$ cat src/rtl/bus_pkg.sv
// Shared definitions for the UART sensor bus: responder state encoding,
// the CRC-8 polynomial and the sensor index width.
package bus_pkg;

  typedef enum logic [2:0] {
    IDLE,
    READ,
    SEND_D,
    WAIT_D,
    SEND_C,
    WAIT_C
  } state_t;

  localparam logic [7:0] CRC8_POLY    = 8'h07;
  localparam int         SENSOR_IDX_W = 3;

endpackage

$ cat src/rtl/crc8_byte.sv
// Combinational CRC-8 of one byte: poly CRC8_POLY, init 0, MSB first,
// no reflection, no final XOR. Shared by responder and master checksum paths.
module crc8_byte
  import bus_pkg::*;
(
  input  logic [7:0] data,
  output logic [7:0] crc
);

  // With a zero init the first XOR reduces to loading the data byte.
  always_comb begin
    crc = data;
    for (int i = 0; i < 8; i++) begin
      crc = crc[7] ? ({crc[6:0], 1'b0} ^ CRC8_POLY) : {crc[6:0], 1'b0};
    end
  end

endmodule

$ cat src/rtl/sensor_responder.sv
// Sensor-node responder: takes a sensor index byte, reads that sensor and
// returns data then CRC-8 over uart_tx. Optional read timeout: RESPONDER_TIMEOUT_EN.
module sensor_responder
  import bus_pkg::*;
#(
`ifdef RESPONDER_TIMEOUT_EN
  parameter int         TIMEOUT_CYCLES = 50000,
  parameter logic [7:0] TIMEOUT_CODE   = 8'hEE,
`endif
  parameter int NUM_SENSORS = 6
) (
  input  logic                    clock,
  input  logic                    reset,
  input  logic [7:0]              rx_data,
  input  logic                    rx_done,
  output logic [7:0]              tx_data,
  output logic                    tx_enable,
  input  logic                    tx_active,
  input  logic                    tx_done,
  output logic [SENSOR_IDX_W-1:0] sensor_sel,
  output logic                    sensor_req,
  input  logic [7:0]              sensor_data,
  input  logic                    sensor_valid,
  output logic                    busy,
  output logic                    err
);

  state_t                  state, state_next;
  logic [SENSOR_IDX_W-1:0] idx;
  logic                    idx_ok;
  logic                    accept;
  logic                    capture;
  logic                    expire;
  logic [7:0]              crc_in, crc_out, crc_hold;
  logic                    unused_bits;

  assign idx         = rx_data[SENSOR_IDX_W-1:0];
  assign unused_bits = ^rx_data[7:SENSOR_IDX_W];
  assign idx_ok      = (idx != '0) && (int'(idx) <= NUM_SENSORS);
  assign accept      = (state == IDLE) && rx_done && idx_ok;

`ifdef RESPONDER_TIMEOUT_EN
  logic [15:0] wait_cnt;

  // A real sensor answer in the expiry cycle takes priority over the timeout.
  assign expire = (state == READ) && !sensor_valid &&
                  (wait_cnt == 16'(TIMEOUT_CYCLES - 1));
  assign crc_in = sensor_valid ? sensor_data : TIMEOUT_CODE;

  always_ff @(posedge clock) begin
    if (reset || state != READ) wait_cnt <= '0;
    else                        wait_cnt <= wait_cnt + 16'd1;
  end
`else
  assign expire = 1'b0;
  assign crc_in = sensor_data;
`endif

  assign capture = (state == READ) && (sensor_valid || expire);

  crc8_byte u_crc (
    .data (crc_in),
    .crc  (crc_out)
  );

  always_ff @(posedge clock) begin
    if (reset) begin
      state      <= IDLE;
      tx_data    <= '0;
      sensor_sel <= '0;
      crc_hold   <= '0;
      err        <= 1'b0;
    end else begin
      state <= state_next;
      err   <= (rx_done && (state != IDLE || !idx_ok)) || expire;
      if (accept) sensor_sel <= idx;
      if (capture) begin
        tx_data  <= crc_in;
        crc_hold <= crc_out;
      end
      if (state == WAIT_D && tx_done) tx_data <= crc_hold;
    end
  end

  // Send states wait out any byte uart_tx is still shifting before pulsing.
  always_comb begin
    state_next = state;
    tx_enable  = 1'b0;
    sensor_req = (state == READ);
    busy       = (state != IDLE);
    case (state)
      IDLE:   if (accept) state_next = READ;
      READ:   if (capture) state_next = SEND_D;
      SEND_D: if (!tx_active) begin
                tx_enable  = 1'b1;
                state_next = WAIT_D;
              end
      WAIT_D: if (tx_done) state_next = SEND_C;
      SEND_C: if (!tx_active) begin
                tx_enable  = 1'b1;
                state_next = WAIT_C;
              end
      WAIT_C: if (tx_done) state_next = IDLE;
      default: state_next = IDLE;
    endcase
  end

endmodule

$ cat config.mk
export PLATFORM = sky130hd
export DESIGN_NAME = sensor_responder
export DESIGN_NICKNAME = d
export VERILOG_FILES = /design/src/rtl/bus_pkg.sv /design/src/rtl/crc8_byte.sv /design/src/rtl/sensor_responder.sv
export SDC_FILE = /design/constraint.sdc
export NUM_CORES = 1
export LEC_CHECK = 0
export ABC_AREA = 0
export BUFFER_PORTS_ARGS = -buffer_cell sky130_fd_sc_hd__buf_2
export CAP_MARGIN = 20
export CORE_MARGIN = 2
export CORE_UTILIZATION = 45
export DETAILED_ROUTE_END_ITERATION = 6
export PLACE_DENSITY = 0.87
export REMOVE_ABC_BUFFERS = 1
export SYNTH_ARGS = -nofsm -noshare
export SYNTH_HDL_FRONTEND = slang
export SYNTH_SLANG_ARGS = --single-unit
$ cat constraint.sdc
create_clock -name clock -period 1.2 [get_ports clock]
set_input_delay 0 -clock clock [delete_from_list [all_inputs] [get_ports clock]]
set_output_delay 0 -clock clock [all_outputs]
set_load 0.01 [all_outputs]
After elaboration in Yosys (flattened, before gate mapping)

Index checks and enable logic that the tools add are counted.

Memories: 0
Memory bits (read-only): 0
Bits in writable memories: 0
Latch bits: 0
Logic and storage cells: 58
Input bits: 22
Register bits after elaboration: 23

Bitwise gates (word level): 8
Multipliers: 0
Order comparisons: 1
Shift operators: 0
Muxes and demuxes: 19
Reductions and logical operators: 14
Div/mod/pow operators: 0
Equality and inequality tests: 11
Add/sub/neg operators: 0

Operators with widths:

| cell               | number |
|---|---|
| $mux 3             | 14 |
| $not 3->3          | 8 |
| $pmux 3 s6         | 1 |
| $mux 8             | 2 |
| $ne 2x2->1 const B | 5 |
| $eq 3x2->1 const B | 2 |
| $eq 3x3->1 const B | 2 |
| $logic_and 1x1->1  | 6 |
| $reduce_and 6->1   | 1 |
| $reduce_bool 3->1  | 2 |
| $eq 3x1->1 const B | 1 |
| $le 3x3->1 const B | 1 |
| $logic_not 3->1    | 1 |
| $mux 1             | 2 |
| $ne 2x1->1 const B | 1 |
| $reduce_bool 2->1  | 1 |
| $reduce_or 2->1    | 1 |
| $logic_not 1->1    | 1 |
| $logic_or 1x1->1   | 1 |

Depth between registers and ports, before layout

Gate-level depths: netlist of run 1.

Word-level depth: 16
Depth in mapped cells: 6
Mapped depth without buffers: 4

Modules after synthesis

From an unflattened synthesis of run 1, not the netlist that was laid out.

Cells, all modules: 135
Area, all modules: 1158.6 sq um

Modules (own cells, without submodules):

| module           | seq. area each (sq um) | cells each | area each (sq um) | instances |
|---|---|---|---|---|
| sensor_responder | 460.4                  | 122        | 1029.7            | 1 |
| crc8_byte        | 0.0                    | 13         | 128.9             | 1 |

Worst setup path before layout of run 1

Ideal clock, no wire load.

Path kind: register to register
Start: register state[1]
End: register sensor_sel[0]
Data required time: 1.128 ns
Setup time: 0.072 ns
Setup slack: -0.120 ns
Period minus slack after synthesis: 1.320 ns
Cell stages (with the launch flop): 6
Data arrival time: 1.248 ns
Cell sequence: dfxtp_1 > buf_6 > nor3_4 > inv_2 > nor4_4 > mux2i_1

Cells in the longest elaborated chain, start to end: 3

RTL lines:

| item                           | line                   | text |
|---|---|---|
| from (decl)                    | sensor_responder.sv:28 | `state_t state, state_next;` |
| from (signal assigned)         | sensor_responder.sv:74 | `state <= state_next;` |
| $logic_not 3->1                | sensor_responder.sv:40 | `assign accept = (state == IDLE) && rx_done && idx_ok;` |
| $logic_and 1x1->1 (2 in a row) | sensor_responder.sv:40 |  |
| to (signal assigned)           | sensor_responder.sv:76 | `if (accept) sensor_sel <= idx;` |
| to (decl)                      | sensor_responder.sv:20 | `output logic [SENSOR_IDX_W-1:0] sensor_sel,` |

No other way between the ends.
A chain may end at the register's enable or synchronous reset.

Final worst setup path of run 1

Start: register state[2]
End: register state[0]

Cells in the longest elaborated chain, start to end: 5

RTL lines:

| item                              | line |
|---|---|
| $logic_not 3->1                   | sensor_responder.sv:40, sensor_responder.sv:91 |
| $logic_and 1x1->1 (2 in a row)    | sensor_responder.sv:40 |
| $ne 2x2->1 (no source line)       | -- |
| $reduce_and 6->1 (no source line) | -- |

Parallel ways exist; a longest one is shown, timed or not.

==> impl_metrics.csv, run 1 <==
group,metric,value,unit
critical_path,ff2ff_path_depth,4,
final_layout,antennaDiodeCount,0,
placed_design,place.gp.congestion,0.7900,
synth,synth.most_common_cell,"dfxtp_1",
floorplanning,rows,18,
floorplanning,core,2477,um^2
routing,totalWireLength,3107,um
routing,avgRoutedWirePerCell,15.16,um
routing,drtIter0Drc,14,
cts,cts_tree,"built",
cts,cts_root_buf,"clkbuf_4",
sta,slew-limit-headroom,66.87,%
routing,via_per_inst,5.454,
floorplanning,die_height,55.29,um
synth,synth_ff_type,"dfxtp_1",
sta,slew_viol_final,0,
cts,clk_pin_slew,0.13,ns
cts,clk_latency,0.31,ns
sta,finalCritPeriodShare,111.6,%
sta,worst_pin_slew,0.4969,ns
synth,synth_common_cells,"dfxtp_1 (23), nor3_1 (20), xnor2_1 (15)",
outcome,status,"finished with violations",
synth,yosys_register_bits,23,
cts,clockBufferDepth,2,
global_route,grt_max_degree,26,
power_and_ir_drop,ir_drop,1072,uV
global_route,grt_overflow,0,
sta,finalSetupTns,-0.9429,ns
placed_design,preCtsSetupSlack,-0.1578,ns
cts,clock_sinks,23,
floorplanning,dieArea,3056,um^2
min_path,whs_endpoint,"err",
synth,yosysTopAreaCellShare,38.90,%
final_layout,finalNetCount,198,
synth,netlist_area,1184,um^2
floorplanning,initial_core_util,47.78,%
synth,syn_area_per_cell,9.320,um^2
synth,yosysWarnings,0,
global_route,grt_first_pass_wirelength,4809,um
sta,setup_slack,-0.1391,ns
sta,setup_viol_count_final,18,
routing,route.detailed.drc,0,
final_layout,drive_above_1_share,47.43,%
critical_path,end_kind,"flop",
power_and_ir_drop,power_per_cell_area,1270,nW/um^2
critical_path,critPathRequiredTime,1.41,ns
critical_path,rr_endpoint,"state[0]",
critical_path,r2r_setup_slack,-0.14,ns
synth,netlist_instances,127,
synth,ys_seq_area_share,38.90,%
synth,yosysTopAreaCell,"dfxtp_1",
power_and_ir_drop,power,2265,uW
power_and_ir_drop,p_leak,0.0007481,uW
sta,fin_worst_skew,0.007801,ns
placed_design,numPortBuffers,31,
critical_path,crit_arrival,1.55,ns
sta,hold_violations,0,
final_layout,nFillCells,182,
global_route,grt_pass1_vias,1126,
routing,ant_nets,0,
floorplanning,die_w,55.29,um
min_path,min_path_type,"primary input to flop",
critical_path,r2r_start,"state[2]",
min_path,hp-start,"rx_done",
sta,max_freq,746.8,MHz
synth,synth-edff-count,0,
sta,period_minus_slack,1.339,ns
critical_path,startpoint_type,"flop",
synth,async_flop_share,0,%
sta,holdWs,0.01718,ns
final_layout,finish.utilization,71.97,%
cts,h-tree-depth,1,
outcome,violations,"negative setup slack",
routing,vias,1118,
min_path,hold_path_depth,3,
routing,first_pass_iters,4,
run,drv_cap,0,
synth,synth_area_leaders,"dfxtp_1 (39%), xnor2_1 (11%), nor3_1 (8.5%)",
sta,rsz0062_at_grt,"true",
critical_path,path_class,"flop to flop",
global_route,grt_usage,18.95,%
cts,cts_made_buffers,3,
synth,ys_types,32,
floorplanning,ios,37,
final_layout,area_growth,50.63,%
placed_design,dp_hpwl,2009,um
critical_path,cp_max_fo,3,
global_route,antenna_found_initial,0,
-- placed cells by master (no fill, tap or decap), types with 7 or more instances in the layout --
master	count
buf_2	31
buf_4	7
buf_6	9
dfxtp_1	20
nor3_1	10
nor3_2	9
xnor2_1	14
-- per-stage QoR --
stage	cells	instance area, um^2
2_1_floorplan	117	1125
3_3_place_gp	192	1423
3_5_place_dp	192	1423
4_1_cts	202	1615
5_1_grt	205	1783
6_report	205	1783
-- worst max-delay path: stages (launching register included) --
cell	delay, ns
dfxtp_2	0.35
buf_6	0.12
maj3_1	0.31
or3_1	0.33
o32ai_2	0.13
-- power breakdown --
part | leakage [uW] | switching, uW | total [uW] | internal, uW
Sequential | 0.000190 | 88.9 | 962 | 873
Combinational | 0.000541 | 450 | 943 | 493
Clock | 0.0000177 | 235 | 360 | 125
Total | 0.000748 | 774 | 2260 | 1490
-- layer usage --
metal	track usage (%)	up-vias	routed length (um)	part of all wire, %
met3	4.918	6	130	4.2
li1	-	548	-	-
met1	21.64	528	1329	43
met4	4.878	0	40	1.3
met5	0	-	0	0
met2	34.69	36	1607	52
-- registers in the layout, summed over array words and instances, names as in the netlist --
name,cells
state,3
sensor_sel,3
crc_hold,8
err,1
tx_data,8
-- kinds of logic (layout without fill, tap and decap cells) --
| kind of cell | Yosys count | after routing | share of synthesized area (%) |
|---|---|---|---|
| AND/OR/NAND/NOR | 50 | 50 | 27.17 |
| XOR/XNOR | 15 | 15 | 11.10 |
| flip-flops | 23 | 23 | 38.90 |
| adder cells (fa/ha/maj) | 1 | 1 | 0.8457 |
| AO/OA/AOI/OAI | 20 | 20 | 11.84 |
| multiplexers | 5 | 5 | 4.228 |
| buffers and inverters | 13 | 61 | 5.920 |
-- what timing repair did --
item                                    4_1_cts  5_1_grt
setup buffers                                 2        1
endpoints found under the hold margin         5        1
cloned                                        0        1
resized for setup                            24       27
hold buffers                                  5        1
endpoints found under the setup margin       23       24
pin swaps                                     4        8
-- final cells by class --
type | count | area (um^2) | area share [%]
Clock buffer | 3 | 22.52 | 1.263
Multi-Input combinational cell | 91 | 848.3 | 47.58
Inverter | 3 | 11.26 | 0.6316
Tap cell | 30 | 37.54 | 2.105
Timing Repair Buffer | 54 | 389.1 | 21.82
Clock inverter | 1 | 5.005 | 0.2807
Sequential cell | 23 | 469.2 | 26.32
-- how the worst max path moves through the flow --
stage / start / end / slack [ns] / cells past startpoint
floorplan: state[2] / tx_data[2] / -0.20 / 3
global placement: state[2] / sensor_sel[1] / -0.1 / 5
detailed placement: state[2] / sensor_sel[2] / -0.16 / 5
CTS: state[2] / tx_enable / -0.14 / 5
global route: state[2] / sensor_sel[2] / -0.21 / 6
finish: state[2] / state[0] / -0.14 / 4
(Power assumes the default switching activity.)
==> run 2, diff against run 1 <==
--- a/config.mk
+++ b/config.mk
@@ -13,3 +13,3 @@
 export DETAILED_ROUTE_END_ITERATION = 6
-export PLACE_DENSITY = 0.87
+export PLACE_DENSITY_LB_ADDON = 0.05
 export REMOVE_ABC_BUFFERS = 1
==> constraint.sdc (replaced) <==
create_clock -name clock -period 1.2 [get_ports clock]
set_input_delay 0.24 -clock clock [delete_from_list [all_inputs] [get_ports clock]]
set_output_delay 0.24 -clock clock [all_outputs]
set_load 0.01 [all_outputs]
==> impl_metrics.csv, run 2 (synthesized netlist as in run 1, its figures left out) <==
group,metric,value,unit
sta,setup_slack,-0.3141,ns
sta,worst_pin_slew,0.3837,ns
floorplanning,core,2477,um^2
final_layout,drive_above_1_share,53.37,%
final_layout,finish.utilization,71.62,%
outcome,status,"finished with violations",
cts,cts_made_buffers,3,
power_and_ir_drop,p_int,1551,uW
final_layout,final_common_cell,"buf_2",
critical_path,cp_max_fo,3,
critical_path,critPathRequiredTime,0.96,ns
run,drv_cap,0,
sta,hold_violations,0,
critical_path,startpoint_type,"flop",
routing,totalWireLength,2883,um
routing,drtIter0Drc,16,
routing,drt-met1-wl,1336,um
sta,finalCritPeriodShare,126.2,%
sta,fin_worst_skew,0.009699,ns
routing,avgRoutedWirePerCell,13.86,um
power_and_ir_drop,switching_share,32.85,%
final_layout,layout_common_cells,"buf_2 (30), dfxtp_1 (20), nor3_1 (16), xnor2_1 (15), buf_4 (15)",
sta,slew_viol_final,0,
floorplanning,die_height,55.29,um
sta,slew-limit-headroom,74.24,%
routing,ant_nets,0,
power_and_ir_drop,p_leak,0.0007780,uW
power_and_ir_drop,clockPowerShare,15.8,%
global_route,grt_pass1_vias,1094,
power_and_ir_drop,power_per_cell_area,1302,nW/um^2
critical_path,path_class,"flop to primary output",
floorplanning,ios,37,
global_route,grt_first_pass_wirelength,4892,um
critical_path,end_kind,"primary output",
final_layout,instances_no_fill,208,
sta,period_minus_slack,1.514,ns
cts,cts_hold_buf,0,
cts,clockBufferDepth,2,
routing,topRoutingLayerUsed,"met4",
floorplanning,rows,18,
sta,rsz0062_at_grt,"true",
critical_path,crit_arrival,1.27,ns
cts,h-tree-depth,1,
cts,cts_root_buf,"clkbuf_4",
outcome,violations,"negative setup slack",
cts,clk_pin_slew,0.13,ns
power_and_ir_drop,ir_drop,1181,uV
min_path,min_path_type,"primary input to flop",
cts,cts_tree,"built",
routing,wl_met2,1413,um
floorplanning,initial_core_util,47.78,%
power_and_ir_drop,switchingPower,758.8,uW
cts,clk_latency,0.31,ns
placed_design,placed_cells,197,
sta,max_freq,660.4,MHz
placed_design,placed_cell_area,1473,um^2
global_route,grt_usage,19.78,%
power_and_ir_drop,power,2310,uW
global_route,antenna_found_initial,0,
critical_path,r2r_setup_slack,-0.26,ns
sta,setup_viol_count_final,25,
routing,vias,1103,
final_layout,nFillCells,180,
final_layout,finalNetCount,201,
global_route,grt_overflow,0,
routing,route.detailed.drc,0,
placed_design,place.gp.congestion,0.7462,
final_layout,antennaDiodeCount,0,
routing,via_per_inst,5.303,
routing,first_pass_iters,4,
floorplanning,die_w,55.29,um
placed_design,numPortBuffers,31,
sta,finalSetupTns,-3.495,ns
routing,wl_met3,83,um
final_layout,top_regs,"crc_hold x8, tx_data x8",
power_and_ir_drop,pwr-share-comb,43.3,%
final_layout,design_area,1774,um^2
final_layout,area_growth,49.89,%
global_route,grt_max_degree,14,
placed_design,dp_hpwl,2002,um
cts,clock_sinks,23,
power_and_ir_drop,seq_power_share,40.9,%
floorplanning,dieArea,3056,um^2
==> run 2: changes by cell type in the layout (fill, tap and decap cells not counted), sizes merged <==
cell         previous run  this run
buf                    48        57
dlygate4sd3             6         0
==> run 2: power by group through the flow <==
stage	Sequential [uW]	Combinational, uW	Clock, uW
global route	959	1080	417
floorplan	983	371	0
CTS	940	867	366
finish	945	1000	364
global placement	947	722	0
detailed placement	951	740	0
==> run 2: layer usage <==
| layer | track usage, % | vias up |
|---|---|---|
| met2 | 33.50 | 23 |
| met4 | 9.059 | 0 |
| li1 | - | 561 |
| met1 | 24.89 | 515 |
| met3 | 2.576 | 4 |
| met5 | 0 | - |
==> run 2: metrics by stage <==
step / setup WS, ns / hold WS (ns)
3_5_place_dp: -0.1512 / 0.4653
3_3_place_gp: -0.1237 / 0.4568
6_report: -0.3141 / 0.1907
5_1_grt: -0.4329 / 0.1860
2_1_floorplan: -0.1991 / 0.3091
4_1_cts: -0.3158 / 0.1916
==> run 2: cell type report <==
cell class                 count  area [um^2]  share of cell area (%)
clock buffer                   3        22.52                   1.269
clock inverter                 1        5.005                  0.2821
inverter                       3        11.26                  0.6347
multi-input combinational     91        814.5                   45.91
sequential                    23        469.2                   26.45
tap                           30        37.54                   2.116
timing repair buffer          57        414.1                   23.34
==> run 2: timing repair <==
action / CTS / global route
cloned: 0 / 1
endpoints found under the setup margin: 23 / 25
buffers inserted: 4 / 3
pin swaps: 9 / 8
gates resized for setup: 32 / 21
==> run 2: worst max-delay path, cell delays in order, from the launching register on <==
cell and delay (ns):
dfxtp_2 0.36, buf_12 0.12, buf_8 0.11, xnor2_1 0.11, nor3_1 0.12, buf_2 0.15
==> run 2: path summary, 6_finish.rpt <==
check,start,to,depth (start not counted)
max,state[2],tx_enable,5
max reg2reg,state[2],sensor_sel[2],6
min reg2reg,sensor_sel[1],sensor_sel[1],2
min,rx_data[1],sensor_sel[1],3
==> run 3, diff against run 2 <==
CAP_MARGIN = unset   (was 20)
CORE_UTILIZATION = 50   (was 45)
PLACE_DENSITY = 0.78   (was unset)
PLACE_DENSITY_LB_ADDON = unset   (was 0.05)
clock period = 1.6 ns   (was 1.2 ns; I/O delays follow)
==> impl_metrics.csv, run 3 (synthesized netlist as in run 1, its figures left out) <==
group,metric,value,unit
critical_path,critical_path.startpoint,"state[1]",
floorplanning,rows,17,
cts,cts_root_buf,"clkbuf_4",
floorplanning,die_height,52.66,um
sta,max_freq,634.9,MHz
routing,vias,1059,
global_route,grt_usage,21.19,%
floorplanning,initial_core_util,53.00,%
outcome,status,"finished clean",
final_layout,antennaDiodeCount,0,
final_layout,finalNetCount,191,
power_and_ir_drop,p_leak,0.0006773,uW
routing,totalWireLength,2626,um
placed_design,dp_hpwl,2034,um
sta,hold_violations,0,
floorplanning,die_w,52.66,um
power_and_ir_drop,ir_drop,803.3,uV
sta,setup_slack,0.02498,ns
sta,worst_pin_slew,0.3922,ns
run,drv_cap,0,
cts,clk_pin_slew,0.13,ns
floorplanning,dieArea,2773,um^2
global_route,grt_pass1_vias,1000,
power_and_ir_drop,power,1515,uW
min_path,whs_endpoint,"sensor_sel[1]",
global_route,grt_first_pass_wirelength,4284,um
sta,fin_worst_skew,0.006771,ns
cts,cts_made_buffers,3,
critical_path,r2r_start,"state[2]",
sta,rsz0062_at_grt,"true",
cts,clockBufferDepth,2,
critical_path,critPathRequiredTime,1.28,ns
sta,finalCritPeriodShare,98.44,%
min_path,hp-start,"rx_data[1]",
critical_path,crit_arrival,1.26,ns
routing,drtIter0Drc,16,
sta,slew_viol_final,0,
cts,h-tree-depth,1,
global_route,antenna_found_initial,0,
final_layout,drive_above_1_share,34.52,%
routing,first_pass_iters,4,
min_path,hold_path_depth,3,
routing,avgRoutedWirePerCell,13.40,um
placed_design,numPortBuffers,31,
critical_path,startpoint_type,"flop",
placed_design,place.gp.congestion,0.7930,
global_route,grt_max_degree,18,
sta,slew-limit-headroom,73.67,%
global_route,grt_overflow,0,
cts,clock_sinks,23,
sta,finalSetupTns,0,ns
critical_path,path_class,"flop to primary output",
sta,setup_viol_count_final,0,
floorplanning,core,2233,um^2
cts,cts_tree,"built",
critical_path,end_kind,"primary output",
floorplanning,ios,37,
routing,ant_nets,0,
final_layout,top_regs,"crc_hold x8, tx_data x8",
routing,via_per_inst,5.403,
cts,clk_latency,0.32,ns
critical_path,rr_endpoint,"crc_hold[3]",
routing,route.detailed.drc,0,
final_layout,layout_common_cells,"buf_2 (31), dfxtp_1 (20), nor3_1 (19), xnor2_1 (15), buf_4 (14)",
min_path,min_path_type,"primary input to flop",
sta,period_minus_slack,1.575,ns
power_and_ir_drop,power_per_cell_area,1019,nW/um^2
final_layout,area_growth,25.58,%
placed_design,preCtsSetupSlack,0.1348,ns
final_layout,final_common_cell,"buf_2",
critical_path,cp_max_fo,7,
critical_path,ff2ff_path_depth,5,
critical_path,r2r_setup_slack,0.13,ns
run 3: cell types whose count changed in the layout (fill, tap and decap cells not counted), moves of 2 or more:
cell / change
buf_6: -7
o22ai_1: +7
o22ai_2: -7
nor3b_1: +6
nor3b_2: -4
nor2_1: +3
nor3_1: +3
buf_8: -2
nor2_4: -2
nor3_2: -2
nor3b_4: -2
run 3: repair_timing:
| item | in CTS | in global routing |
|---|---|---|
| buffers inserted | 0 | 3 |
| pin swaps | 0 | 1 |
| setup endpoints to repair | 3 | 3 |
| hold buffers | 0 | 0 |
| gates resized for setup | 3 | 6 |
run 3: routing by layer:
| metal | up-vias | GRT usage [%] | share of wire (%) |
|---|---|---|---|
| met5 | - | 0 | 0 |
| met4 | 0 | 8.974 | 1.5 |
| met3 | 5 | 2.571 | 4.5 |
| met2 | 29 | 38.75 | 51 |
| met1 | 493 | 24.43 | 43 |
| li1 | 532 | - | - |
run 3: area by class of cell:
cell class | instances | area, um^2
fillers | 199 | 747.0
clock inverters | 1 | 5.005
inverters | 3 | 11.26
clock buffers | 3 | 22.52
flip-flops and latches | 23 | 471.7
well taps | 28 | 35.03
repair buffers | 47 | 282.8
multi-input cells | 91 | 658.1
run 3: how the worst max path moves through the flow:
stage                          endpoint  slack, ns  cells past startpoint
final                         tx_enable       0.02                      4
after CTS                    sensor_req      0.007                      4
after floorplan              tx_data[2]       0.20                      3
after global placement    sensor_sel[1]       0.20                      5
after global routing          tx_enable      -0.02                      4
after detailed placement  sensor_sel[0]       0.13                      5
run 3: critical path, stage by stage, from the launching register on:
cell     delay (ns)
dfxtp_4        0.39
buf_6          0.13
xnor2_1        0.11
nor3_1         0.15
buf_2          0.15
run 3: where the power goes:
| part | total (uW) | leakage [uW] | internal (uW) | switching (uW) |
|---|---|---|---|---|
| clock network | 277 | 0.0000177 | 93.8 | 183 |
| registers | 697 | 0.000190 | 653 | 44.1 |
| logic | 541 | 0.000470 | 275 | 266 |
| total | 1510 | 0.000677 | 1020 | 493 |
run 3: through the flow:
stage	hold slack [ns]	instances	cell area, um^2	utilization (%)
floorplan	0.3891	117	1125	-
global placement	0.4571	189	1413	63.25
detailed placement	0.4670	189	1413	63.25
CTS	0.2760	193	1444	64.65
global route	0.2808	196	1486	66.55
finish	0.2810	196	1486	66.55
